[config.mk]
export PLATFORM = sky130hd
export DESIGN_NAME = spi_arbiter_flat
export DESIGN_NICKNAME = d
export VERILOG_FILES = /design/src/rtl/spi_arbiter_if.sv /design/src/rtl/spi_arbiter.sv /design/src/flat_wrapper.sv
export SDC_FILE = /design/constraint.sdc
export NUM_CORES = 1
export LEC_CHECK = 0
export BUFFER_PORTS_ARGS = -buffer_cell sky130_fd_sc_hd__buf_2
export CAP_MARGIN = 20
export CORE_MARGIN = 4
export CORE_UTILIZATION = 50
export CTS_CLUSTER_DIAMETER = 120
export DETAILED_ROUTE_END_ITERATION = 10
export GPL_TIMING_DRIVEN = 1
export PLACE_DENSITY = 0.91
export SKIP_CTS_REPAIR_TIMING = 1
export SLEW_MARGIN = 20
export SYNTH_ARGS = -nofsm -noshare
export SYNTH_HDL_FRONTEND = slang
export SYNTH_SLANG_ARGS = --single-unit
[constraint.sdc]
create_clock -name clk -period 3.2 [get_ports clk]
set_input_delay 0.64 -clock clk [delete_from_list [all_inputs] [get_ports clk]]
set_output_delay 0.64 -clock clk [all_outputs]
set_load 0.1 [all_outputs]
[src/rtl/spi_arbiter_if.sv]
// Signal bundle between the requester clients, spi_arbiter and spi_master.
// The slave modport is the arbiter's view; the master modport is the clients' and master's view.
interface spi_arbiter_if #(
    parameter int N_REQ = 4,
    parameter int DW    = 14,
    parameter int RW    = 8
);
    logic [N_REQ-1:0]    req;
    logic [N_REQ*DW-1:0] req_data;
    logic [N_REQ-1:0]    req_cs_sel;
    logic [N_REQ-1:0]    gnt;
    logic [N_REQ-1:0]    done;
    logic                err;
    logic [RW-1:0]       rd_data;
    logic                spi_tx_valid;
    logic [DW-1:0]       spi_data_in;
    logic                spi_cs_sel;
    logic                spi_rx_ready;
    logic [RW-1:0]       spi_data_out;

    modport slave (
        input  req, req_data, req_cs_sel, spi_rx_ready, spi_data_out,
        output gnt, done, err, rd_data, spi_tx_valid, spi_data_in, spi_cs_sel
    );

    modport master (
        output req, req_data, req_cs_sel, spi_rx_ready, spi_data_out,
        input  gnt, done, err, rd_data, spi_tx_valid, spi_data_in, spi_cs_sel
    );
endinterface

[src/rtl/spi_arbiter.sv]
// Round-robin arbiter sharing one spi_master among N_REQ requesters, with a
// transfer timeout that aborts when the master never completes a handshake.
module spi_arbiter #(
    parameter int N_REQ   = 4,
    parameter int DW      = 14,
    parameter int RW      = 8,
    parameter int TIMEOUT = 63
) (
    input  logic         clk,
    input  logic         rst,
    spi_arbiter_if.slave bus
);
    localparam int            IW       = $clog2(N_REQ);
    localparam logic [IW-1:0] LAST_IDX = IW'(N_REQ - 1);
    localparam logic [7:0]    TMO      = 8'(TIMEOUT);

    typedef enum logic [2:0] {
        ST_IDLE    = 3'd0,
        ST_ISSUE   = 3'd1,
        ST_WAIT_LO = 3'd2,
        ST_WAIT_HI = 3'd3,
        ST_DONE    = 3'd4
    } state_t;

    state_t            state_r, state_s;
    logic [IW-1:0]     ptr_r, ptr_s;
    logic [IW-1:0]     idx_r, idx_s;
    logic [IW-1:0]     pick_s, idx_inc_s;
    logic [7:0]        timer_r, timer_s;
    logic [N_REQ-1:0]  gnt_r, gnt_s;
    logic [N_REQ-1:0]  done_r, done_s;
    logic              err_r, err_s;
    logic [RW-1:0]     rd_data_r, rd_data_s;
    logic              tx_valid_r, tx_valid_s;
    logic [DW-1:0]     data_in_r, data_in_s;
    logic              cs_sel_r, cs_sel_s;

    // Lowest offset from p wins: scan downwards so the nearest set bit is written last.
    function automatic logic [IW-1:0] rr_pick(input logic [N_REQ-1:0] r, input logic [IW-1:0] p);
        logic [IW-1:0] sel;
        int            k;
        sel = p;
        for (int i = N_REQ - 1; i >= 0; i--) begin
            k = (int'(p) + i) % N_REQ;
            if (r[k]) begin
                sel = IW'(k);
            end else begin
                sel = sel;
            end
        end
        return sel;
    endfunction

    assign pick_s    = rr_pick(bus.req, ptr_r);
    assign idx_inc_s = (idx_r == LAST_IDX) ? {IW{1'b0}} : idx_r + 1'b1;

    // Next-state and next-output logic for the arbitration FSM.
    always_comb begin
        state_s    = state_r;
        ptr_s      = ptr_r;
        idx_s      = idx_r;
        timer_s    = timer_r;
        gnt_s      = gnt_r;
        done_s     = {N_REQ{1'b0}};
        err_s      = 1'b0;
        rd_data_s  = rd_data_r;
        tx_valid_s = 1'b0;
        data_in_s  = data_in_r;
        cs_sel_s   = cs_sel_r;
        case (state_r)
            ST_IDLE: begin
                if (|bus.req) begin
                    idx_s      = pick_s;
                    gnt_s      = {{(N_REQ-1){1'b0}}, 1'b1} << pick_s;
                    data_in_s  = bus.req_data[int'(pick_s) * DW +: DW];
                    cs_sel_s   = bus.req_cs_sel[pick_s];
                    tx_valid_s = 1'b1;
                    state_s    = ST_ISSUE;
                end else begin
                    state_s = ST_IDLE;
                end
            end
            ST_ISSUE: begin
                timer_s = 8'd0;
                state_s = ST_WAIT_LO;
            end
            ST_WAIT_LO, ST_WAIT_HI: begin
                if (timer_r == TMO) begin
                    err_s   = 1'b1;
                    gnt_s   = {N_REQ{1'b0}};
                    ptr_s   = idx_inc_s;
                    state_s = ST_IDLE;
                end else begin
                    timer_s = timer_r + 8'd1;
                    // WAIT_LO first sees rx_ready drop, which also swallows a stale high level.
                    if (state_r == ST_WAIT_LO && !bus.spi_rx_ready) begin
                        state_s = ST_WAIT_HI;
                    end else if (state_r == ST_WAIT_HI && bus.spi_rx_ready) begin
                        rd_data_s = bus.spi_data_out;
                        done_s    = gnt_r;
                        state_s   = ST_DONE;
                    end else begin
                        state_s = state_r;
                    end
                end
            end
            ST_DONE: begin
                gnt_s   = {N_REQ{1'b0}};
                ptr_s   = idx_inc_s;
                state_s = ST_IDLE;
            end
            default: begin
                gnt_s   = {N_REQ{1'b0}};
                state_s = ST_IDLE;
            end
        endcase
    end

    // State and output registers with synchronous active-low reset.
    always_ff @(posedge clk) begin
        if (!rst) begin
            state_r    <= ST_IDLE;
            ptr_r      <= {IW{1'b0}};
            idx_r      <= {IW{1'b0}};
            timer_r    <= 8'd0;
            gnt_r      <= {N_REQ{1'b0}};
            done_r     <= {N_REQ{1'b0}};
            err_r      <= 1'b0;
            rd_data_r  <= {RW{1'b0}};
            tx_valid_r <= 1'b0;
            data_in_r  <= {DW{1'b0}};
            cs_sel_r   <= 1'b0;
        end else begin
            state_r    <= state_s;
            ptr_r      <= ptr_s;
            idx_r      <= idx_s;
            timer_r    <= timer_s;
            gnt_r      <= gnt_s;
            done_r     <= done_s;
            err_r      <= err_s;
            rd_data_r  <= rd_data_s;
            tx_valid_r <= tx_valid_s;
            data_in_r  <= data_in_s;
            cs_sel_r   <= cs_sel_s;
        end
    end

    assign bus.gnt          = gnt_r;
    assign bus.done         = done_r;
    assign bus.err          = err_r;
    assign bus.rd_data      = rd_data_r;
    assign bus.spi_tx_valid = tx_valid_r;
    assign bus.spi_data_in  = data_in_r;
    assign bus.spi_cs_sel   = cs_sel_r;
endmodule

[src/flat_wrapper.sv]
// flat-port wrapper written by rule: the top's interface ports become plain ports
module spi_arbiter_flat 
#(
    parameter int N_REQ   = 4,
    parameter int DW      = 14,
    parameter int RW      = 8,
    parameter int TIMEOUT = 63
)
  (clk, rst, bus_req, bus_req_data, bus_req_cs_sel, bus_spi_rx_ready, bus_spi_data_out, bus_gnt, bus_done, bus_err, bus_rd_data, bus_spi_tx_valid, bus_spi_data_in, bus_spi_cs_sel);
  spi_arbiter_if #(.N_REQ(N_REQ), .DW(DW), .RW(RW)) bus_i ();
  input  logic clk;
  input  logic rst;
  input wire logic [$bits(bus_i.req)-1:0] bus_req;
  input wire logic [$bits(bus_i.req_data)-1:0] bus_req_data;
  input wire logic [$bits(bus_i.req_cs_sel)-1:0] bus_req_cs_sel;
  input wire logic [$bits(bus_i.spi_rx_ready)-1:0] bus_spi_rx_ready;
  input wire logic [$bits(bus_i.spi_data_out)-1:0] bus_spi_data_out;
  output wire logic [$bits(bus_i.gnt)-1:0] bus_gnt;
  output wire logic [$bits(bus_i.done)-1:0] bus_done;
  output wire logic [$bits(bus_i.err)-1:0] bus_err;
  output wire logic [$bits(bus_i.rd_data)-1:0] bus_rd_data;
  output wire logic [$bits(bus_i.spi_tx_valid)-1:0] bus_spi_tx_valid;
  output wire logic [$bits(bus_i.spi_data_in)-1:0] bus_spi_data_in;
  output wire logic [$bits(bus_i.spi_cs_sel)-1:0] bus_spi_cs_sel;
  assign bus_i.req = bus_req;
  assign bus_i.req_data = bus_req_data;
  assign bus_i.req_cs_sel = bus_req_cs_sel;
  assign bus_i.spi_rx_ready = bus_spi_rx_ready;
  assign bus_i.spi_data_out = bus_spi_data_out;
  assign bus_gnt = bus_i.gnt;
  assign bus_done = bus_i.done;
  assign bus_err = bus_i.err;
  assign bus_rd_data = bus_i.rd_data;
  assign bus_spi_tx_valid = bus_i.spi_tx_valid;
  assign bus_spi_data_in = bus_i.spi_data_in;
  assign bus_spi_cs_sel = bus_i.spi_cs_sel;
  spi_arbiter #(.N_REQ(N_REQ), .DW(DW), .RW(RW), .TIMEOUT(TIMEOUT)) u_core (.clk(clk), .rst(rst), .bus(bus_i));
endmodule
# Word-level counts from Yosys, hierarchy flattened
# Cells that the tools add are included.
dict set report op_classes {
  add_sub_neg 5
  mul 1
  n_lt_le_gt_ge 5
  n_eq_ne 10
  shifts 2
  muxes 32
  bitwise_logic 9
  reduce_logical 19
}
# operator n
set ops {}
lappend ops {{indexed part select 56 x 32 -> 14 bit} 1}
lappend ops {{one-hot mux 8 bit (2 select lines)} 1}
lappend ops {{less-than comparator 3 x 4 -> 1 bit (second input constant)} 3}
lappend ops {{2-to-1 mux 2 bit} 6}
lappend ops {{one-hot mux 4 bit (3 select lines)} 1}
lappend ops {{2-to-1 mux 1 bit} 11}
lappend ops {{binary-select mux 1 bit (select 2 bit)} 5}
lappend ops {{AND reduction 2 bit} 5}
lappend ops {{2-to-1 mux 3 bit} 3}
lappend ops {{one-hot mux 3 bit (3 select lines)} 1}
lappend ops {{adder 8 x 1 -> 8 bit (second input constant)} 1}
lappend ops {{equality test 8 x 6 -> 1 bit (second input constant)} 1}
lappend ops {{2-to-1 mux 4 bit} 2}
lappend ops {{2-to-1 mux 8 bit} 1}
lappend ops {{OR reduction 2 bit} 4}
lappend ops {{equality test 3 x 2 -> 1 bit (second input constant)} 2}
lappend ops {{less-than comparator 2 x 3 -> 1 bit (second input constant)} 2}
lappend ops {{NOT 1 bit} 6}
lappend ops {{multiplier 2 x 3 -> 5 bit (second input constant)} 1}
lappend ops {{OR reduction 5 bit} 1}
lappend ops {{adder 2 x 1 -> 2 bit (second input constant)} 2}
lappend ops {{adder 2 bit (second input constant)} 2}
lappend ops {{!= test 2 x 1 -> 1 bit (second input constant)} 2}
lappend ops {{!= test 4 x 1 -> 1 bit (second input constant)} 1}
lappend ops {{14 further kinds} 18}
dict set report totals {
  regBits 48
  in_bits 75
  out_inout_bits 33
  word_cells 94
}

# Logic depth before layout (Yosys ltp)
# Gate-level depths: netlist (run 1).
dict set report depth {
  word_depth 13
  depth_mapped 7
  ltp_nobuf 6
}

# Least setup slack after synthesis (run 1)
# Ideal clock, no wire load.
dict set report synth_path {
  kind {in2reg}
  startpoint {in bus_req[2]}
  endpoint {reg u_core.data_in_r[13] (netlist: u_core.bus.spi_data_in[13])}
  setup_time_ns 0.103
  arrival_ns 2.006
  required_ns 3.097
  slack_ns 1.091
  path_stages 7
  path_buffers 2
  path_cell_list {nor2b_1 o21a_1 or3_1 buf_2 and2_4 buf_6 a2111oi_2}
}
dict set report synth_between {
  elab_chain_len 9
  word_cells_on_any_way 19
  cone_classes {mul (1); shift (1); mux (15); reduce/logical (2)}
}
# element line
set synth_lines {}
lappend synth_lines {{start, declared} flat_wrapper.sv:13} ;# input wire logic [$bits(bus_i.req)-1:0] bus_req;
lappend synth_lines {{binary-select mux 1 bit (select 2 bit)} spi_arbiter.sv:45} ;# if (r[k]) begin
lappend synth_lines {{2-to-1 mux 1 bit (not written as such) (2 in a row)} spi_arbiter.sv:45}
lappend synth_lines {{2-to-1 mux 2 bit (4 in a row)} spi_arbiter.sv:45}
lappend synth_lines {{multiplier 2 x 3 -> 5 bit} spi_arbiter.sv:75} ;# data_in_s = bus.req_data[int'(pick_s) * DW +: DW];
lappend synth_lines {{indexed part select 56 x 32 -> 14 bit} spi_arbiter.sv:75}
lappend synth_lines {{end signal, assigned} spi_arbiter.sv:131} ;# data_in_r <= {DW{1'b0}};
lappend synth_lines {{end signal, assigned} spi_arbiter.sv:143} ;# data_in_r <= data_in_s;
lappend synth_lines {{end, declared} spi_arbiter.sv:35} ;# logic [DW-1:0] data_in_r, data_in_s;
# Parallel ways exist; a longest one is shown, timed or not. The select of a mux whose other input is x is not followed.
# A chain may end at the register's enable or synchronous reset.

# Worst setup path in the final report (run 1)
dict set report layout_path {
  startpoint {in bus_req[3]}
  endpoint {reg u_core.data_in_r[7] (netlist: u_core.bus.spi_data_in[7])}
}
# Same word-level chain as after synthesis.

==> results of run 1 <==
layout make-up:
type                    count  area [um^2]  area share (%)
flip-flops and latches     48        960.9           30.63
clock buffers               6        82.58           2.633
well taps                  67        83.83           2.673
clock inverters             1        8.758          0.2792
inverters                   1        3.754          0.1197
repair buffers            112        573.1           18.27
multi-input cells         186         1424           45.39
stage by stage:
step / power [mW] / instances / utilization (%) / instance area (um^2) / hold WS (ns)
after detailed placement: 1.324 / 414 / 64.05 / 3045 / 0.4688
final: 1.691 / 421 / 65.97 / 3137 / 0.4847
after global routing: 1.758 / 421 / 65.97 / 3137 / 0.5303
after CTS: 1.694 / 421 / 65.97 / 3137 / 0.4815
after floorplan: 1.185 / 251 / - / 2465 / 0.4672
after global placement: 1.314 / 414 / 64.05 / 3045 / 0.4702
flip-flops by register name, indices dropped and copies added (netlist names):
name                     cells
u_core.bus.err               1
u_core.bus.spi_tx_valid      1
u_core.idx_r                 2
u_core.bus.rd_data           8
u_core.bus.spi_data_in      14
u_core.bus.done              4
u_core.timer_r               8
u_core.state_r               3
u_core.bus.spi_cs_sel        1
u_core.ptr_r                 2
u_core.bus.gnt               4
worst max-delay path, delay by kind of cell:
kind,cells,cell delay [ns]
AOI/OAI and AO/OA,2,0.61
and+or+nand+nor,3,1.10
buffers and inverters,2,0.28
cells by family after synthesis:
family | after synthesis | share of synthesized area (%)
AO/OA/AOI/OAI | 80 | 26.85
XOR/XNOR | 6 | 2.132
adder cells (fa/ha/maj) | 2 | 1.015
buffers and inverters | 17 | 3.604
flip-flops | 48 | 38.98
multiplexers | 25 | 10.15
AND/OR/NAND/NOR | 73 | 17.26
worst max path at each step:
stage          startpoint                                       to  slack, ns  depth (start not counted)
4_1_cts        bus_req[3]   u_core.bus.spi_data_in[7]$_SDFFE_PN0P_       0.81                          7
3_5_place_dp   bus_req[3]   u_core.bus.spi_data_in[7]$_SDFFE_PN0P_       0.50                          7
6_report       bus_req[3]   u_core.bus.spi_data_in[7]$_SDFFE_PN0P_       0.74                          7
3_3_place_gp   bus_req[3]   u_core.bus.spi_data_in[2]$_SDFFE_PN0P_       0.57                          7
2_1_floorplan  bus_req[2]  u_core.bus.spi_data_in[13]$_SDFFE_PN0P_       1.09                          7
5_1_grt        bus_req[3]   u_core.bus.spi_data_in[8]$_SDFFE_PN0P_       0.60                          7
cell usage after synthesis (all sizes together), types with 2 or more instances:
cell type and number:
ha 2, a211oi 33, and2 3, nor2 13
nand3 3, o21a 2, or3 2, nor4 2
o21ai 17, nand4 4, nand2 8, a32oi 4
clkbuf 5, xor2 6, nor3 3, buf 11
nor2b 22, dfxtp 48, nand2b 2, a2111oi 15
mux2i 25, and3 7, nor4b 2, a21boi 2
layer usage:
metal / up-vias / part of all wire, % / routed length, um / global-route usage [%]
met5: - / 0 / 0 / 0
met4: 0 / 1.8 / 121 / 6.643
li1: 1174 / - / - / -
met2: 90 / 53 / 3614 / 39.21
met1: 1160 / 40 / 2720 / 25.45
met3: 16 / 5.4 / 368 / 4.817
power by group through the flow:
| stage | clock network (mW) | logic [mW] | registers (mW) |
|---|---|---|---|
| 2_1_floorplan | 0 | 0.215 | 0.970 |
| 3_3_place_gp | 0 | 0.624 | 0.690 |
| 3_5_place_dp | 0 | 0.634 | 0.690 |
| 4_1_cts | 0.380 | 0.637 | 0.677 |
| 5_1_grt | 0.402 | 0.671 | 0.684 |
| 6_report | 0.374 | 0.639 | 0.678 |
==> qor.txt, run 1 <==
Worst EP required: 3.37 ns
Slowest stage delay, CP: 0.60 ns
Worst-Skew Late Latency: 0.30 ns
Global Route Usage Sum: 21.69%
Internal power: 0.9773 mW
Area leader, netlist: dfxtp_1
Leakage: 1.311 nW
Die height: 78.21 um
Fmax achieved: 406.1 MHz
Commonest non-fill, non-tap cell in the layout: buf_2
Rows: 25
Max Slew Vio Count: 0
CP arrival: 2.63 ns
Combinational share of power: 37.8%
Maximum VDD drop: 0.3056 mV
Sw Ratio: 42.21%
Critical-path cell list: buf_2 -> nor4_1 -> buf_4 -> nor4_4 -> nand3_1 -> a211oi_1 -> a2111oi_2
Vias: 2440
Pre-CTS WS: 0.4985 ns
Netlist cell types: 43
CP Launch Type: input port
Core area: 4755 um^2
Fin crit period: 2.462 ns
CTS max path bufs: 2
Syn Inst Count: 251
Post-Syn Nets: 328
Worst clock skew: 0.006376 ns
Post-synth ARST share: 0%
Routed WL: 6825 um
Max FO, Critical Path: 14
Clock sink total: 48
HPWL Detailed: 4971 um
Final Hold Fails: 0
I/O pin total: 108
H-Tree Depth: 2
Power Density: 539.1 nW/um^2
Netlist Area Pre-Place: 2465 um^2
Min-delay src: u_core.bus.spi_data_in[10]$_SDFFE_PN0P_
Final #Nets: 431
Synth Flop Type: dfxtp_1
FF-to-FF Start: u_core.state_r[2]$_SDFFE_PN0P_
Slew @ Worst Pin: 1.093 ns
Final setup violation count: 0
CTS tree: yes
Crit end category: flip-flop
DR iter-0 viols: 145
RR Endpoint: u_core.bus.spi_data_in[7]$_SDFFE_PN0P_
Initial antenna violation count: 0
Sw power: 0.7137 mW
Vias per cell: 5.796
Worst setup margin: 0.7377 ns
Sequential share of power: 40.1%
Clock power frac: 22.1%
Share of Yosys cell area claimed by the top area cell type: 38.98%
Status: finished clean
Sequential-to-total area share from yosys stat: 38.98%
Root Driver: clkbuf_8
Largest net degree at the start of global routing: 43
Area growth syn-to-layout: 27.26%
First-pass GRT wire length: 10880 um
Antenna Nets Post-Route: 0
Final worst-path cycle share: 76.95%
Cell at the slowest stage of the critical path: nand3_1
Layout cells sized above 1: 37.85%
Critical path class: input port to flip-flop
Worst reg2reg path depth: 4
Synth area leaders: dfxtp_1 (39%), mux2i_1 (10%), a211oi_1 (10%), a2111oi_2 (6.1%), nor2b_1 (5.6%)
Setup_tns: 0 ns
Hold EP: u_core.bus.spi_data_in[10]$_SDFFE_PN0P_
RSZ-0062 raised after global routing: false
Routability cong.: 0.8267
Reg2reg setup slack: 0.88 ns
GRT Residual Overflow: 0
Max-cap viol count: 0
Max_slew headroom: 26.64%
Yosys Warn Count: 0
CTS Buf Count: 5
Vias in the first global route: 2386
DRC violation count after routing: 0
Mean Syn Cell Area: 9.820 um^2
Fillers: 395
Worst Hold Depth: 2
EDFF count, synth: 0
Starting density of the core: 51.84%
Hold crit path type: flip-flop to flip-flop
# diodes: 0
Port-buffer cells: 107
Wire length per cell: 16.21 um
Flops & latches, synth: 48
DIE AREA: 6117 um^2
DRT Pass-1 Iters: 4
Die width: 78.21 um
Most frequent cells in the layout: buf_2 (107), dfxtp_1 (48), a211oi_1 (33)
Clk pin slew, worst setup/hold paths: 0.09 ns
(Power assumes the default switching activity.)
==> inputs of run 2 (changes only) <==
CORE_UTILIZATION = 47   (was 50)
PLACE_DENSITY = 0.86   (was 0.91)
clock period = 2.4 ns   (was 3.2 ns; I/O delays follow)
==> run 2 against run 1 <==
Critical endpoint is now u_core.bus.spi_data_in[9]$_SDFFE_PN0P_. Core utilization is 3.4 points lower. Clock skew is 0.0027 ns lower. Worst hold slack worse by 0.044 ns. Non-clock buffer count is 4 higher. Routed wire length is 3.6% lower. Cell count is 1.9% higher. Global-route usage is 1.3 points lower. Die area is 5.7% higher. Combinational power is 34% higher. Via count is 1.1% lower.
==> qor.txt, run 2 (synthesized netlist as in run 1, its figures left out) <==
Worst EP required: 2.58 ns (-0.79 ns)
Worst clock skew: 0.003709 ns (-0.002666 ns)
Core area: 5107 um^2 (+7.4%)
Initial antenna violation count: 0 (unchanged)
Rows: 26 (+4.0%)
CP Launch Type: flip-flop
Vias per cell: 5.622 (-3.0%)
Max Slew Vio Count: 0 (unchanged)
Fmax achieved: 500.8 MHz
Slowest stage delay, CP: 0.59 ns (about the same)
Worst setup margin: 0.4033 ns (-0.3344 ns)
Critical-path cell list: nor2b_1 -> a2111oi_0 -> o21ai_1 -> buf_4 -> a211oi_1 -> a2111oi_2
Crit end category: flip-flop
Die width: 80.42 um (+2.8%)
Routability cong.: 0.9230 (+12%)
Core Util, Final: 62.57% (-3.4 points)
DRT Pass-1 Iters: 4 (unchanged)
Pre-CTS WS: 0.2143 ns (-0.2842 ns)
Max-cap viol count: 0 (unchanged)
First-pass GRT wire length: 10480 um (-3.7%)
Maximum VDD drop: 0.4984 mV (+63%)
GRT Residual Overflow: 0 (unchanged)
Leakage: 1.341 nW (+2.3%)
Setup_tns: 0 ns (unchanged)
Final Hold Fails: 0 (unchanged)
Area growth syn-to-layout: 29.64%
CTS max path bufs: 2 (unchanged)
CTS tree: yes
Flip-flop count of the largest register after layout: 14 (unchanged)
Most frequent cells in the layout: buf_2 (107), dfxtp_1 (48), a211oi_1 (33)
RSZ-0062 raised after global routing: false
Die height: 80.42 um (+2.8%)
# diodes: 0 (unchanged)
Vias: 2412 (-1.1%)
Clk pin slew, worst setup/hold paths: 0.09 ns (about the same)
H-Tree Depth: 2 (unchanged)
DIE AREA: 6467 um^2 (+5.7%)
CP arrival: 2.17 ns (-0.46 ns)
Wire length per cell: 15.34 um (-5.4%)
Power Density: 736.3 nW/um^2 (+37%)
HPWL Detailed: 5044 um (+1.5%)
Port-buffer cells: 107 (unchanged)
DR iter-0 viols: 145 (unchanged)
Worst-Skew Late Latency: 0.30 ns (about the same)
DRC violation count after routing: 0 (unchanged)
Global Route Usage Sum: 20.37% (-1.3 points)
Final setup violation count: 0 (unchanged)
Status: finished clean
Pwr Total: 2.353 mW (+39%)
Final #Nets: 435 (+0.93%)
Slew @ Worst Pin: 0.5993 ns (-0.4938 ns)
Hold crit path type: input port to flip-flop
Root Driver: clkbuf_8
Final worst-path cycle share: 83.20%
CTS Buf Count: 5 (unchanged)
Vias in the first global route: 2348 (-1.6%)
I/O pin total: 108 (unchanged)
Fin crit period: 1.997 ns
Critical path class: flip-flop to flip-flop
Commonest non-fill, non-tap cell in the layout: buf_2
Clock sink total: 48 (unchanged)
Cell at the slowest stage of the critical path: a2111oi_0
Layout cells sized above 1: 38.72% (+0.87 points)
Largest net degree at the start of global routing: 35 (-19%)
Max FO, Critical Path: 14 (unchanged)
Antenna Nets Post-Route: 0 (unchanged)
Starting density of the core: 48.26% (-3.6 points)
Routed WL: 6581 um (-3.6%)
Max_slew headroom: 59.01% (+32 points)
[run 2: cell count changes in the layout (fill, tap and decap cells not counted)]
| cell | change |
|---|---|
| clkinv_4 | +1 |
| clkbuf_8 | -1 |
| buf_4 | +4 |
| bufinv_16 | +1 |
[run 2: final timing paths]
check	start	to	slack, ns	cells after the start
max	u_core.ptr_r[1]$_SDFFE_PN0P_	u_core.bus.spi_data_in[9]$_SDFFE_PN0P_	0.40	6
min	bus_spi_data_out[1]	u_core.bus.rd_data[1]$_SDFFE_PN0P_	0.44	3
max reg2reg	u_core.ptr_r[1]$_SDFFE_PN0P_	u_core.bus.spi_data_in[9]$_SDFFE_PN0P_	0.40	6
min reg2reg	u_core.bus.spi_data_in[10]$_SDFFE_PN0P_	u_core.bus.spi_data_in[10]$_SDFFE_PN0P_	0.48	2
[run 2: routing by layer]
metal  GRT usage, %  routed length, um  part of all wire, %
met1          23.73               2744                   42
met2          35.76               3074                   47
met3          6.054                680                   10
met4          6.081                 81                  1.2
met5              0                  0                    0
[run 2: where the power goes]
group / total (mW) / switching (mW) / internal, mW / leakage (nW)
clock: 0.590 / 0.276 / 0.314 / 0.0583
sequential: 0.904 / 0.0430 / 0.861 / 0.392
combinational: 0.859 / 0.636 / 0.223 / 0.890
[run 2: layout make-up]
class,instances,area (um^2)
inverters,1,3.754
clock inverters,3,47.55
fillers,439,1912
repair buffers,116,603.1
clock buffers,5,68.82
multi-input cells,186,1424
well taps,70,87.58
flip-flops and latches,48,960.9
[run 2: per-stage QoR]
step	std cells	hold WS (ns)	area, um^2
CTS	429	0.4186	3196
global placement	421	0.4714	3079
floorplan	251	0.4672	2465
detailed placement	421	0.4702	3079
global route	429	0.4397	3196
finish	429	0.4407	3196
[run 2: critical path, delay by kind of cell (launching register included)]
kind	cells	cell delay [ns]
simple gates	1	0.17
buf+inv	1	0.21
compound gates	4	1.12
flops	1	0.37
